File: config.mk
export PLATFORM = sky130hd
export DESIGN_NAME = mips_cpu_mem_bridge
export DESIGN_NICKNAME = d
export VERILOG_FILES = /design/src/rtl/mips_cpu_mem_bridge.sv
export SDC_FILE = /design/constraint.sdc
export NUM_CORES = 1
export LEC_CHECK = 0
export ABC_AREA = 1
export BUFFER_PORTS_ARGS = -buffer_cell sky130_fd_sc_hd__clkbuf_2
export CORE_ASPECT_RATIO = 1.5
export CORE_UTILIZATION = 42
export DETAILED_ROUTE_END_ITERATION = 7
export GPL_TIMING_DRIVEN = 0
export PLACE_DENSITY = 0.8
export SLEW_MARGIN = 30
export SYNTH_ARGS = -nofsm -noshare
export SYNTH_HDL_FRONTEND = slang
export SYNTH_SLANG_ARGS = --single-unit
File: constraint.sdc
create_clock -name clk -period 3.6 [get_ports clk]
set_input_delay 0.9 -clock clk [delete_from_list [all_inputs] [get_ports clk]]
set_output_delay 0.9 -clock clk [all_outputs]
set_load 0.01 [all_outputs]
File: src/rtl/mips_cpu_mem_bridge.sv
`default_nettype none
// ============================================================================
// Module   : mips_cpu_mem_bridge
// Brief    : Turns the multicycle CPU's memread/memwrite strobes into one
//            Avalon-MM master transaction with ack, error and timeout.
// Revision : 1.0 - initial release
// ============================================================================
module mips_cpu_mem_bridge #(
    parameter int TIMEOUT = 255,
    parameter int CNT_W   = 8
) (
    input  logic        clk,
    input  logic        reset,
    input  logic        cpu_read,
    input  logic        cpu_write,
    input  logic [31:0] cpu_addr,
    input  logic [31:0] cpu_writedata,
    output logic [31:0] cpu_readdata,
    output logic        cpu_ack,
    output logic        cpu_err,
    output logic        cpu_busy,
    output logic [31:0] avm_address,
    output logic        avm_read,
    output logic        avm_write,
    output logic [31:0] avm_writedata,
    output logic [3:0]  avm_byteenable,
    input  logic [31:0] avm_readdata,
    input  logic        avm_waitrequest
);

    typedef enum logic [1:0] {
        S_IDLE = 2'd0,
        S_BUSY = 2'd1,
        S_RESP = 2'd2
    } state_t;

    localparam logic [CNT_W-1:0] C_CNT_LAST = CNT_W'((TIMEOUT == 0) ? 0 : TIMEOUT - 1);
    localparam logic             C_TO_EN    = (TIMEOUT != 0);

    state_t            state_q, state_d;
    logic [CNT_W-1:0]  cnt_q, cnt_d;
    logic [31:0]       addr_q, addr_d;
    logic [31:0]       wdata_q, wdata_d;
    logic [31:0]       rdata_q, rdata_d;
    logic              rd_q, rd_d;
    logic              wr_q, wr_d;
    logic [3:0]        be_q, be_d;
    logic              ack_q, ack_d;
    logic              err_q, err_d;
    logic              busy_q, busy_d;

    logic w_req_one;
    logic w_req_any;
    logic w_aligned;

    assign w_req_one = cpu_read ^ cpu_write;
    assign w_req_any = cpu_read | cpu_write;
    assign w_aligned = (cpu_addr[1:0] == 2'b00);

    always_comb begin
        state_d = state_q;
        cnt_d   = cnt_q;
        addr_d  = addr_q;
        wdata_d = wdata_q;
        rdata_d = rdata_q;
        rd_d    = rd_q;
        wr_d    = wr_q;
        ack_d   = 1'b0;
        err_d   = 1'b0;

        case (state_q)
            S_IDLE: begin
                if (w_req_one && w_aligned) begin
                    addr_d  = {cpu_addr[31:2], 2'b00};
                    wdata_d = cpu_writedata;
                    rd_d    = cpu_read;
                    wr_d    = cpu_write;
                    cnt_d   = '0;
                    state_d = S_BUSY;
                end else if (w_req_any) begin
                    // Misaligned or read+write together: reject without touching the bus.
                    ack_d   = 1'b1;
                    err_d   = 1'b1;
                    state_d = S_RESP;
                end
            end
            S_BUSY: begin
                if (!avm_waitrequest) begin
                    if (rd_q) begin
                        rdata_d = avm_readdata;
                    end
                    rd_d    = 1'b0;
                    wr_d    = 1'b0;
                    ack_d   = 1'b1;
                    state_d = S_RESP;
                end else if (C_TO_EN && (cnt_q == C_CNT_LAST)) begin
                    rd_d    = 1'b0;
                    wr_d    = 1'b0;
                    ack_d   = 1'b1;
                    err_d   = 1'b1;
                    state_d = S_RESP;
                end else begin
                    cnt_d = cnt_q + CNT_W'(1);
                end
            end
            S_RESP: begin
                state_d = S_IDLE;
            end
            default: begin
                state_d = S_IDLE;
            end
        endcase

        be_d   = (rd_d | wr_d) ? 4'b1111 : 4'b0000;
        busy_d = (state_d != S_IDLE);
    end

    // Async reset drops the bus strobes immediately; the aborted access gets no ack.
    always_ff @(posedge clk or posedge reset) begin
        if (reset) begin
            state_q <= S_IDLE;
            cnt_q   <= '0;
            addr_q  <= '0;
            wdata_q <= '0;
            rdata_q <= '0;
            rd_q    <= 1'b0;
            wr_q    <= 1'b0;
            be_q    <= 4'b0000;
            ack_q   <= 1'b0;
            err_q   <= 1'b0;
            busy_q  <= 1'b0;
        end else begin
            state_q <= state_d;
            cnt_q   <= cnt_d;
            addr_q  <= addr_d;
            wdata_q <= wdata_d;
            rdata_q <= rdata_d;
            rd_q    <= rd_d;
            wr_q    <= wr_d;
            be_q    <= be_d;
            ack_q   <= ack_d;
            err_q   <= err_d;
            busy_q  <= busy_d;
        end
    end

    assign cpu_readdata   = rdata_q;
    assign cpu_ack        = ack_q;
    assign cpu_err        = err_q;
    assign cpu_busy       = busy_q;
    assign avm_address    = addr_q;
    assign avm_read       = rd_q;
    assign avm_write      = wr_q;
    assign avm_writedata  = wdata_q;
    assign avm_byteenable = be_q;

endmodule
`default_nettype wire

==> implementation parameters <==
Parameter                              Value

Power
  Total power per unit cell area ... 743 nW/um^2
  Maximum ir drop on the vdd rail ... about 0.00041 V
  Leakage component of the power ... ~3.6 nW
  Overall power of the completed layout ... 4.52 mW

STA
  Ratio of final minimum period to clock period ... 55.9%
  Worst setup skew after layout ... 0.00789 ns
  Slew margin rel. ... 66.4%
  Final-report hold violation count ... 0
  Slew at the pin with the worst max-slew slack ... 0.503 ns
  Final count of pins violating max slew ... 0
  Fin crit period ... 2.01 ns
  Total Negative Setup Slacks ... 0 ns
  Unrepaired setup endpoints after global routing ... false
  Count of final setup violators ... 0
  Min Hold Slack ... 0.483 ns
  Achievable Freq ... roughly 500 MHz

Critical path
  Cells along the critical path ... clkbuf_2, inv_1, ha_1, nand3_2, inv_2, buf_2, nand2_1, nand2_1
  Crit-path max FO ... 10
  Max stage delay on crit path ... between 0.3 and 0.4 ns
  Crit-path most repeated cell ... sky130_fd_sc_hd__nand2_1
  Worst Setup Path Type ... in2reg
  Kind of cell with the highest combined delay on the critical path ... buffers and inverters
  Data required time of the critical path ... 3.88 ns
  WP data arrival ... 2.29 ns
  Worst setup EP type ... flop
  Element type at the critical path start ... input port
  Slowest cell on the critical path ... sky130_fd_sc_hd__ha_1
  Total buffers and inverters traversed by the critical path ... 4

Yosys
  Multiplexer fraction of the synthesized cell area ... 0%
  Dominant cell type by area after synthesis ... sky130_fd_sc_hd__dfrtp_1
  Fraction of post-synthesis cell area in the top cell type by area ... 61.7%
  Arithmetic-cell share of the synthesized area counting full adders, half adders and majority gates ... 0.842%
  Synth Area per Inst ... 8.83 um^2
  Largest family of logic cells by synthesized area ... simple AND/OR/NAND/NOR gates
  Total of flip-flops plus latches after synthesis ... 110
  Xor and xnor area share after synthesis ... 0.393%
  Cells taking the most area after synthesis ... sky130_fd_sc_hd__dfrtp_1 (62%), sky130_fd_sc_hd__nand2_1 (21%), sky130_fd_sc_hd__inv_1 (3.8%)
  Number of distinct library cell variants in the gate-level netlist after synthesis ... 27
  Area fraction in and, or, nand and nor cells after synthesis ... about a quarter
  Post-synthesis cell area ... 4460 um^2
  Synthesized-area fraction occupied by ao, oa, aoi and oai cells ... 4.80%
  Yosys Warn Count ... 0
  Sequential cell area fraction in the yosys report ... 61.7%
  Synthesized instance count ... 505

Clock tree
  Number of buffers created by CTS ... 9
  TritonCTS clock tree ... done
  Total number of H-tree levels ... 3
  Hold buffer count at cts ... 0
  Worst skew pair latency ... ~0.34 ns
  CTS clk-pin slew, worst paths ... 0.07 ns
  Root buffer selected by CTS ... sky130_fd_sc_hd__clkbuf_16
  Maximum buffer depth of the clock tree ... 2
  Sinks on Clock Net ... 110
  Number of gates given a new drive strength after cts ... 0
  Buffers inserted during post-CTS setup optimization ... 0

Placement
  Port bufs ... 203
  GP Congestion ... ~0.87
  DPL Wire Length ... just under 9000 um

Outcome
  Run status ... complete, no violations

Drt
  Length of the first detailed-routing pass in iterations ... 4
  Number of remaining DRC errors ... 0
  Total routed wirelength ... 11400 um
  Routed via count divided by cell count ... ~4.6
  Detailed router's first-iteration violation count ... 200
  Routed len/inst ... 13.1 um
  Vias post-DR ... 3964
  Number of antenna-violating nets in the routed design ... 0

Finish
  # diodes ... 0
  Area added between synthesis and finish ... 36.2%
  Share of post-route cells with drive strength above 1 ... 34.8%
  Final net count ... 828
  Total of fill cells in the finished design ... ~940
  Final Core Density ... 59.3%
  Most common library cell in the layout ignoring fill and taps ... sky130_fd_sc_hd__nand2_1
  Commonest cells after routing, fill and taps aside ... sky130_fd_sc_hd__nand2_1 (244), sky130_fd_sc_hd__clkbuf_2 (203), sky130_fd_sc_hd__dfrtp_1 (110), sky130_fd_sc_hd__inv_1 (44), sky130_fd_sc_hd__o21ai_0 (32)

Floorplanning
  Initial core utilization ... approximately 44%
  DIE HEIGHT ... roughly 130 um
  Number of cell rows ... 45
  Io pins ... 206
  Full die area ... 11000 um^2
  Standard cell core area ... 10200 um^2
  Floorplan die width ... around 86 um

Global routing
  First-pass GRT wire length ... 18700 um
  Global router's overall resource usage ... 21.6%
  Number of antenna violations at the first check in global routing ... 0
  Vias in the first global route ... just over 4000
  Sum of overflow across all layers after global routing ... 0
  Largest net degree at the start of global routing ... 30

Min path
  Class of the worst hold path ... reg2reg

Run
  Count of max-cap constraint violations ... 0
## worst paths after layout
| kind | slack (ns) | from | cells past startpoint | end |
|---|---|---|---|---|
| setup / recovery | 1.59 | cpu_write | 8 | avm_writedata[6] |
| min in group asynchronous | 0.59 | reset | 2 | avm_writedata[20] |
| max in group asynchronous | 2.36 | reset | 4 | avm_writedata[9] |
| setup reg to reg | 2.04 | state_q[1] | 6 | avm_writedata[6] |
| hold reg to reg | 0.48 | avm_address[13] | 2 | avm_address[13] |
| hold / removal | 0.48 | avm_address[13] | 2 | avm_address[13] |
## cells in the mapped netlist, drive strengths merged
| library cell | instances |
|---|---|
| o21bai | 1 |
| nand4 | 3 |
| xor2 | 1 |
| nor2 | 9 |
| buf | 16 |
| nand3 | 14 |
| xnor2 | 1 |
| conb | 1 |
| o21ai | 38 |
| inv | 46 |
| a21oi | 1 |
| clkbuf | 9 |
| nand2 | 250 |
| o31ai | 1 |
| dfrtp | 110 |
| nor3 | 1 |
| ha | 3 |
## final cells by class
| type | instances | area, um^2 | area share, % |
|---|---|---|---|
| Sequential cell | 110 | 2750 | 45.3 |
| Multi-Input combinational cell | 325 | 1400 | 23.1 |
| Timing Repair Buffer | 207 | 1110 | 18.3 |
| Clock buffer | 10 | 239 | 3.93 |
| Inverter | 46 | 176 | 2.90 |
| Tap cell | 141 | 176 | 2.90 |
| Buffer | 25 | 136 | 2.25 |
| Clock inverter | 6 | 80.1 | 1.32 |
## stage by stage
step / cells / cell area, um^2 / setup WS (ns)
after floorplan: 506 / 4470 / 1.37
after global placement: 850 / 5660 / 0.753
after detailed placement: 854 / 5760 / 1.21
after CTS: 870 / 6070 / 1.56
after global routing: 870 / 6070 / 1.42
final: 870 / 6070 / 1.59
## power breakdown
group / switching, mW / internal (mW)
Combinational: 0.820 / 0.626
Sequential: 0.302 / 1.73
Clock: 0.465 / 0.573
## logic make-up after synthesis
family | count (synthesis)
XOR/XNOR | 2
buffers and inverters | 71
AO/OA/AOI/OAI | 41
other | 1
flip-flops | 110
adder cells (fa/ha/maj) | 3
AND/OR/NAND/NOR | 277
## metal layers
layer	wire (um)	global-route usage, %	up-vias
met5	0	0	-
met4	290	9.31	0
met3	530	4.70	24
met2	6070	38.9	134
met1	4470	24.1	1844
li1	-	-	1962
## sequential cells by signal, indices dropped and copies added, names as in the netlist, 2 cells and up
register	flops
avm_address	30
avm_writedata	32
cnt_q	8
cpu_readdata	32
state_q	2
## tightest hold or removal path, cell delays in order, from the launching register on
cell,delay [ns]
sky130_fd_sc_hd__dfrtp_1,0.34
sky130_fd_sc_hd__nand2_1,0.05
sky130_fd_sc_hd__nand2_1,0.06
(Power assumes the default switching activity.)
